[src/rtl/alu_pkg.sv]
// rtl/alu_pkg.sv - shared control-bit positions and named Hack ALU codes
package alu_pkg;

  localparam int OP_ZX = 5;
  localparam int OP_NX = 4;
  localparam int OP_ZY = 3;
  localparam int OP_NY = 2;
  localparam int OP_F  = 1;
  localparam int OP_NO = 0;

  localparam logic [5:0] OP_ZERO = 6'b101010;
  localparam logic [5:0] OP_ONE  = 6'b111111;
  localparam logic [5:0] OP_NEG1 = 6'b111010;
  localparam logic [5:0] OP_X    = 6'b001100;
  localparam logic [5:0] OP_Y    = 6'b110000;
  localparam logic [5:0] OP_NOTX = 6'b001101;
  localparam logic [5:0] OP_NOTY = 6'b110001;
  localparam logic [5:0] OP_NEGX = 6'b001111;
  localparam logic [5:0] OP_NEGY = 6'b110011;
  localparam logic [5:0] OP_XP1  = 6'b011111;
  localparam logic [5:0] OP_YP1  = 6'b110111;
  localparam logic [5:0] OP_XM1  = 6'b001110;
  localparam logic [5:0] OP_YM1  = 6'b110010;
  localparam logic [5:0] OP_ADD  = 6'b000010;
  localparam logic [5:0] OP_XMY  = 6'b010011;
  localparam logic [5:0] OP_YMX  = 6'b000111;
  localparam logic [5:0] OP_AND  = 6'b000000;
  localparam logic [5:0] OP_OR   = 6'b010101;

endpackage

[src/rtl/alu_core.sv]
// rtl/alu_core.sv - combinational Hack ALU back half: preset operands to result and flags
module alu_core #(
  parameter int WIDTH = 16
) (
  input  logic [WIDTH-1:0] xp,
  input  logic [WIDTH-1:0] yp,
  input  logic             f,
  input  logic             no,
  output logic [WIDTH-1:0] out,
  output logic             zr,
  output logic             ng,
  output logic             cy,
  output logic             ov
);

  logic [WIDTH:0]   sum;
  logic [WIDTH-1:0] r;

  // Carry and overflow describe the raw add, so they are taken before the 'no' inversion.
  always_comb begin
    sum = {1'b0, xp} + {1'b0, yp};
    r   = f ? sum[WIDTH-1:0] : (xp & yp);
    out = no ? ~r : r;
    zr  = (out == '0);
    ng  = out[WIDTH-1];
    cy  = f & sum[WIDTH];
    ov  = f & (xp[WIDTH-1] == yp[WIDTH-1]) & (sum[WIDTH-1] != xp[WIDTH-1]);
  end

endmodule

[src/rtl/alu_pipe.sv]
// rtl/alu_pipe.sv - two-stage Hack ALU with valid/ready on both sides and a travelling tag
module alu_pipe
  import alu_pkg::*;
#(
  parameter int WIDTH = 16,
  parameter int TAG_W = 4
) (
  input  logic             clk,
  input  logic             rst_n,
  input  logic             in_valid,
  output logic             in_ready,
  input  logic [5:0]       operation,
  input  logic [WIDTH-1:0] x,
  input  logic [WIDTH-1:0] y,
  input  logic [TAG_W-1:0] in_tag,
  output logic             out_valid,
  input  logic             out_ready,
  output logic [WIDTH-1:0] out,
  output logic             zr,
  output logic             ng,
  output logic             cy,
  output logic             ov,
  output logic [TAG_W-1:0] out_tag
);

  logic             s1_valid;
  logic [WIDTH-1:0] s1_x;
  logic [WIDTH-1:0] s1_y;
  logic             s1_f;
  logic             s1_no;
  logic [TAG_W-1:0] s1_tag;

  logic             s1_advance;
  logic             in_fire;
  logic [WIDTH-1:0] x_pre;
  logic [WIDTH-1:0] y_pre;
  logic [WIDTH-1:0] core_out;
  logic             core_zr;
  logic             core_ng;
  logic             core_cy;
  logic             core_ov;

  always_comb begin
    x_pre = operation[OP_ZX] ? '0 : x;
    if (operation[OP_NX]) x_pre = ~x_pre;
    y_pre = operation[OP_ZY] ? '0 : y;
    if (operation[OP_NY]) y_pre = ~y_pre;
  end

  // S1 moves on whenever S2 is empty or emptying this cycle.
  assign s1_advance = s1_valid & (~out_valid | out_ready);
  assign in_ready   = ~s1_valid | s1_advance;
  assign in_fire    = in_valid & in_ready;

  always_ff @(posedge clk or negedge rst_n) begin
    if (!rst_n) begin
      s1_valid <= 1'b0;
      s1_x     <= '0;
      s1_y     <= '0;
      s1_f     <= 1'b0;
      s1_no    <= 1'b0;
      s1_tag   <= '0;
    end else if (in_fire) begin
      s1_valid <= 1'b1;
      s1_x     <= x_pre;
      s1_y     <= y_pre;
      s1_f     <= operation[OP_F];
      s1_no    <= operation[OP_NO];
      s1_tag   <= in_tag;
    end else if (s1_advance) begin
      s1_valid <= 1'b0;
    end
  end

  alu_core #(.WIDTH(WIDTH)) u_core (
    .xp  (s1_x),
    .yp  (s1_y),
    .f   (s1_f),
    .no  (s1_no),
    .out (core_out),
    .zr  (core_zr),
    .ng  (core_ng),
    .cy  (core_cy),
    .ov  (core_ov)
  );

  always_ff @(posedge clk or negedge rst_n) begin
    if (!rst_n) begin
      out_valid <= 1'b0;
      out       <= '0;
      zr        <= 1'b0;
      ng        <= 1'b0;
      cy        <= 1'b0;
      ov        <= 1'b0;
      out_tag   <= '0;
    end else if (s1_advance) begin
      out_valid <= 1'b1;
      out       <= core_out;
      zr        <= core_zr;
      ng        <= core_ng;
      cy        <= core_cy;
      ov        <= core_ov;
      out_tag   <= s1_tag;
    end else if (out_ready) begin
      out_valid <= 1'b0;
    end
  end

endmodule
[config.mk]
export PLATFORM = sky130hd
export DESIGN_NAME = alu_pipe
export DESIGN_NICKNAME = d
export VERILOG_FILES = /design/src/rtl/alu_pkg.sv /design/src/rtl/alu_core.sv /design/src/rtl/alu_pipe.sv
export SDC_FILE = /design/constraint.sdc
export NUM_CORES = 1
export LEC_CHECK = 0
export ABC_CLOCK_PERIOD_IN_PS = 6770
export BUFFER_PORTS_ARGS = -buffer_cell sky130_fd_sc_hd__buf_4
export CAP_MARGIN = 10
export CORE_ASPECT_RATIO = 1.75
export CORE_MARGIN = 2
export CORE_UTILIZATION = 45
export CTS_BUF_LIST = sky130_fd_sc_hd__clkbuf_8
export DETAILED_ROUTE_END_ITERATION = 6
export GPL_ROUTABILITY_DRIVEN = 0
export HOLD_SLACK_MARGIN = 0.03
export PLACE_DENSITY = 0.66
export SYNTH_ARGS = -nofsm -noshare
export SYNTH_HDL_FRONTEND = slang
export SYNTH_SLANG_ARGS = --single-unit
export TNS_END_PERCENT = 1
[constraint.sdc]
create_clock -name clk -period 6.77 [get_ports clk]
set_input_delay 0.677 -clock clk [delete_from_list [all_inputs] [get_ports clk]]
set_output_delay 0.677 -clock clk [all_outputs]
set_load 0.01 [all_outputs]
==> key figures <==
Floorplan
  • Die width: 75.9 um
  • Die height: 130 um
  • Row count: 46
  • IO Pins: 72
  • Core area: 8920 um2
  • Starting Density: 45.7%
  • Die Area: 9860 um2

Critical path
  • Crit path capture: zr
  • Data arrival time of the critical path: 3.44 ns
  • RR Startpoint: s1_x[0]
  • Worst Path Max Fanout: 6
  • CP max stage delay: 0.44 ns
  • Startpoint class of the critical path: register
  • R2r setup slk: 3.61 ns
  • WP data required: 7.05 ns
  • R2R cell count: 10
  • Critical Path Slowest Stage Cell: fa_1
  • CP Cell Sequence: ha_1 > fa_1 > a211oi_1 > o21a_1 > a2111oi_1 > o31a_1 > o31ai_1 > o311ai_0 > o22ai_1 > a32o_1
  • Critical path class: reg2reg
  • CP endpoint kind: register
  • R2r endpoint: zr
  • Setup crit start: s1_x[0]

Power
  • Sequential power share: 36.1%
  • PwrDens: 300 nW/um2
  • Psw: 0.507 mW
  • Max IR drop VDD: 0.129 mV
  • Comb pwr share: 41.6%
  • Internal Power: 0.947 mW
  • Clk pwr share: 22.2%
  • Leakage: 2.09 nW
  • Net Sw Frac: 34.9%

CTS
  • Post-CTS Hold Fix Bufs: 0
  • Root buf cell: clkbuf_8
  • Clk Latency, worst-skew pair: 0.35 ns
  • Clock Path Buffers: 2
  • Clk slew on worst S/H paths: 0.06 ns
  • CTS tree: done
  • TritonCTS Buffers: 9
  • Post-CTS Resized: 0
  • CTS sink count: 63
  • H-tree depth: 3
  • Number of setup buffers added after CTS: 0

Placement
  • Dpl hpwl: 6250 um
  • I/O Buffers: 71
  • Worst slack at placement: 3.63 ns

Synthesis
  • Cells after synthesis: 439
  • Yosys reg bits: 63
  • Syn nets: 502
  • EDFF count, synth: 0
  • Share of synthesized registers carrying an async set or reset: 100%
  • Yosys top cell area share: 38.7%
  • Seq/Total Area, Yosys: 38.7%
  • Top cells by count, synth: nand2_1, dfrtp_1, xnor2_1
  • Top-count cell post-synth: nand2_1
  • Area of the mapped netlist: 4080 um2
  • Netlist cell types: 61
  • Largest cells by area after synthesis: dfrtp_1, xnor2_1, nand2_1
  • Dominant cell type by area after synthesis: dfrtp_1
  • Synthesized area per cell: 9.28 um2
  • Ys flop type: dfrtp_1
  • Yosys warns: 0

Route
  • Total routed wirelength: 7970 um
  • Wirelength per Cell: 12.9 um
  • ANT nets after route: 0
  • Initial DRC count: 85
  • Via count: 3,141
  • Post-route DRC violation count: 0
  • Drt pass-1 iters: 4
  • Vias/cell: 5.07

Timing
  • Hold Vio Cnt, Final: 0
  • Final Slew Violations: 0
  • Worst Max-Slew Pin Slew: 0.978 ns
  • Final setup viols: 0
  • Tmin final: 3.16 ns
  • Clock skew: 0.00684 ns
  • Final period util: 46.7%
  • Max_slew headroom: 34.8%
  • Unrepaired setup endpoints after global routing: false
  • Setup ws final: 3.61 ns
  • Post-route setup TNS: 0 ns
  • Max Fclk: 316 MHz

Cells and area
  • Fraction of layout cells with a size suffix above 1: 22.0%
  • Nets: 559
  • Area delta synth->final: 19.1%
  • Fill cell count: 852
  • # diodes: 0

GRT
  • Largest net degree at the start of global routing: 67
  • First-pass GRT wire length: 13,100 um
  • Tot GR Track Use: 16.5%
  • Overflow after GRT: 0
  • Vias in the first global route: 2,879
  • Initial antenna violation count: 0

Job
  • Max_cap viols: 0

Hold path
  • HP Class: in2async

Run status
  • Status: finished clean
[how the worst min path moves through the flow]
stage             from         end  slack [ns]  depth (start not counted)
4_1_cts          rst_n  out_tag[3]        0.41                          1
3_3_place_gp   out[10]     out[10]        0.46                          2
6_report         rst_n  out_tag[3]        0.40                          1
5_1_grt          rst_n  out_tag[3]        0.47                          1
3_5_place_dp   out[10]     out[10]        0.47                          2
2_1_floorplan    rst_n          cy        0.38                          0
[layer usage]
metal | part of all wire, % | global-route usage (%) | vias to the layer above | wire [um]
li1 | - | - | 1648 | -
met1 | 41 | 18.1 | 1411 | 3280
met2 | 53 | 30.5 | 71 | 4210
met3 | 3.8 | 3.39 | 11 | 300
met4 | 2.3 | 8.24 | 0 | 182
met5 | 0 | 0 | - | 0
[metrics by stage]
| step | utilization [%] | area, um2 | hold slack [ns] | cells | total power, mW |
|---|---|---|---|---|---|
| finish | 54.4 | 4850 | 0.404 | 620 | 1.45 |
| global route | 54.4 | 4850 | 0.470 | 620 | 1.56 |
| CTS | 54.4 | 4850 | 0.414 | 620 | 1.47 |
| detailed placement | 52.2 | 4660 | 0.468 | 605 | 1.14 |
| global placement | 52.2 | 4660 | 0.464 | 605 | 1.13 |
| floorplan | - | 4080 | 0.381 | 439 | 0.954 |
[worst max-delay path, delay by kind of cell, from the launching register on]
kind / cells / cell delay [ns]
AO/OA/AOI/OAI: 8 / 1.99
adder cells (fa/ha/maj): 2 / 0.72
flip-flops: 1 / 0.39
[area by class of cell]
cell class	instances	area [um2]	share of cell area, %
clock inverter	4	46.3	0.954
sequential	63	1580	32.5
timing repair buffer	72	541	11.1
multi-input combinational	341	2350	48.5
tap	120	150	3.09
inverter	9	33.8	0.696
clock buffer	11	151	3.12
[state kept, by name (all words and copies together), names as in the netlist, 4 cells and up]
signal and cells:
s1_tag 4, s1_y 16, out_tag 4, out 16
s1_x 16
[cells in the final DEF, fill, tap and decap left out, types with 4 or more instances in the layout]
master / synthesis / final
a211o_1: 5 / 5
a211oi_1: 5 / 5
a21oi_1: 11 / 11
buf_4: 1 / 72
clkbuf_8: 0 / 11
dfrtp_1: 63 / 63
ha_1: 16 / 16
inv_1: 9 / 10
mux2_2: 13 / 13
mux2i_1: 4 / 4
nand2_1: 66 / 65
nand2b_1: 4 / 4
nand3_1: 4 / 4
nand3b_1: 4 / 4
nor2_1: 5 / 5
nor2b_1: 35 / 35
nor3_1: 5 / 5
nor4_1: 4 / 4
o211ai_1: 4 / 4
o21ai_0: 48 / 48
o21ai_1: 4 / 4
o31ai_1: 6 / 6
xnor2_1: 50 / 50
[power groups by stage]
stage | logic [mW] | clock network, mW | registers [mW]
2_1_floorplan | 0.414 | 0 | 0.540
3_3_place_gp | 0.596 | 0 | 0.532
3_5_place_dp | 0.606 | 0 | 0.536
4_1_cts | 0.610 | 0.335 | 0.528
5_1_grt | 0.671 | 0.349 | 0.541
6_report | 0.605 | 0.323 | 0.525
[kinds of logic after synthesis]
| family | count (synthesis) | share of synthesized area [%] |
|---|---|---|
| simple gates | 146 | 18.6 |
| compound gates | 110 | 18.1 |
| flops | 63 | 38.7 |
| xor+xnor | 51 | 11.0 |
| buf+inv | 35 | 3.59 |
| mux | 17 | 4.57 |
| fa+ha+maj | 17 | 5.40 |
Power figures use the tool's default switching activity.
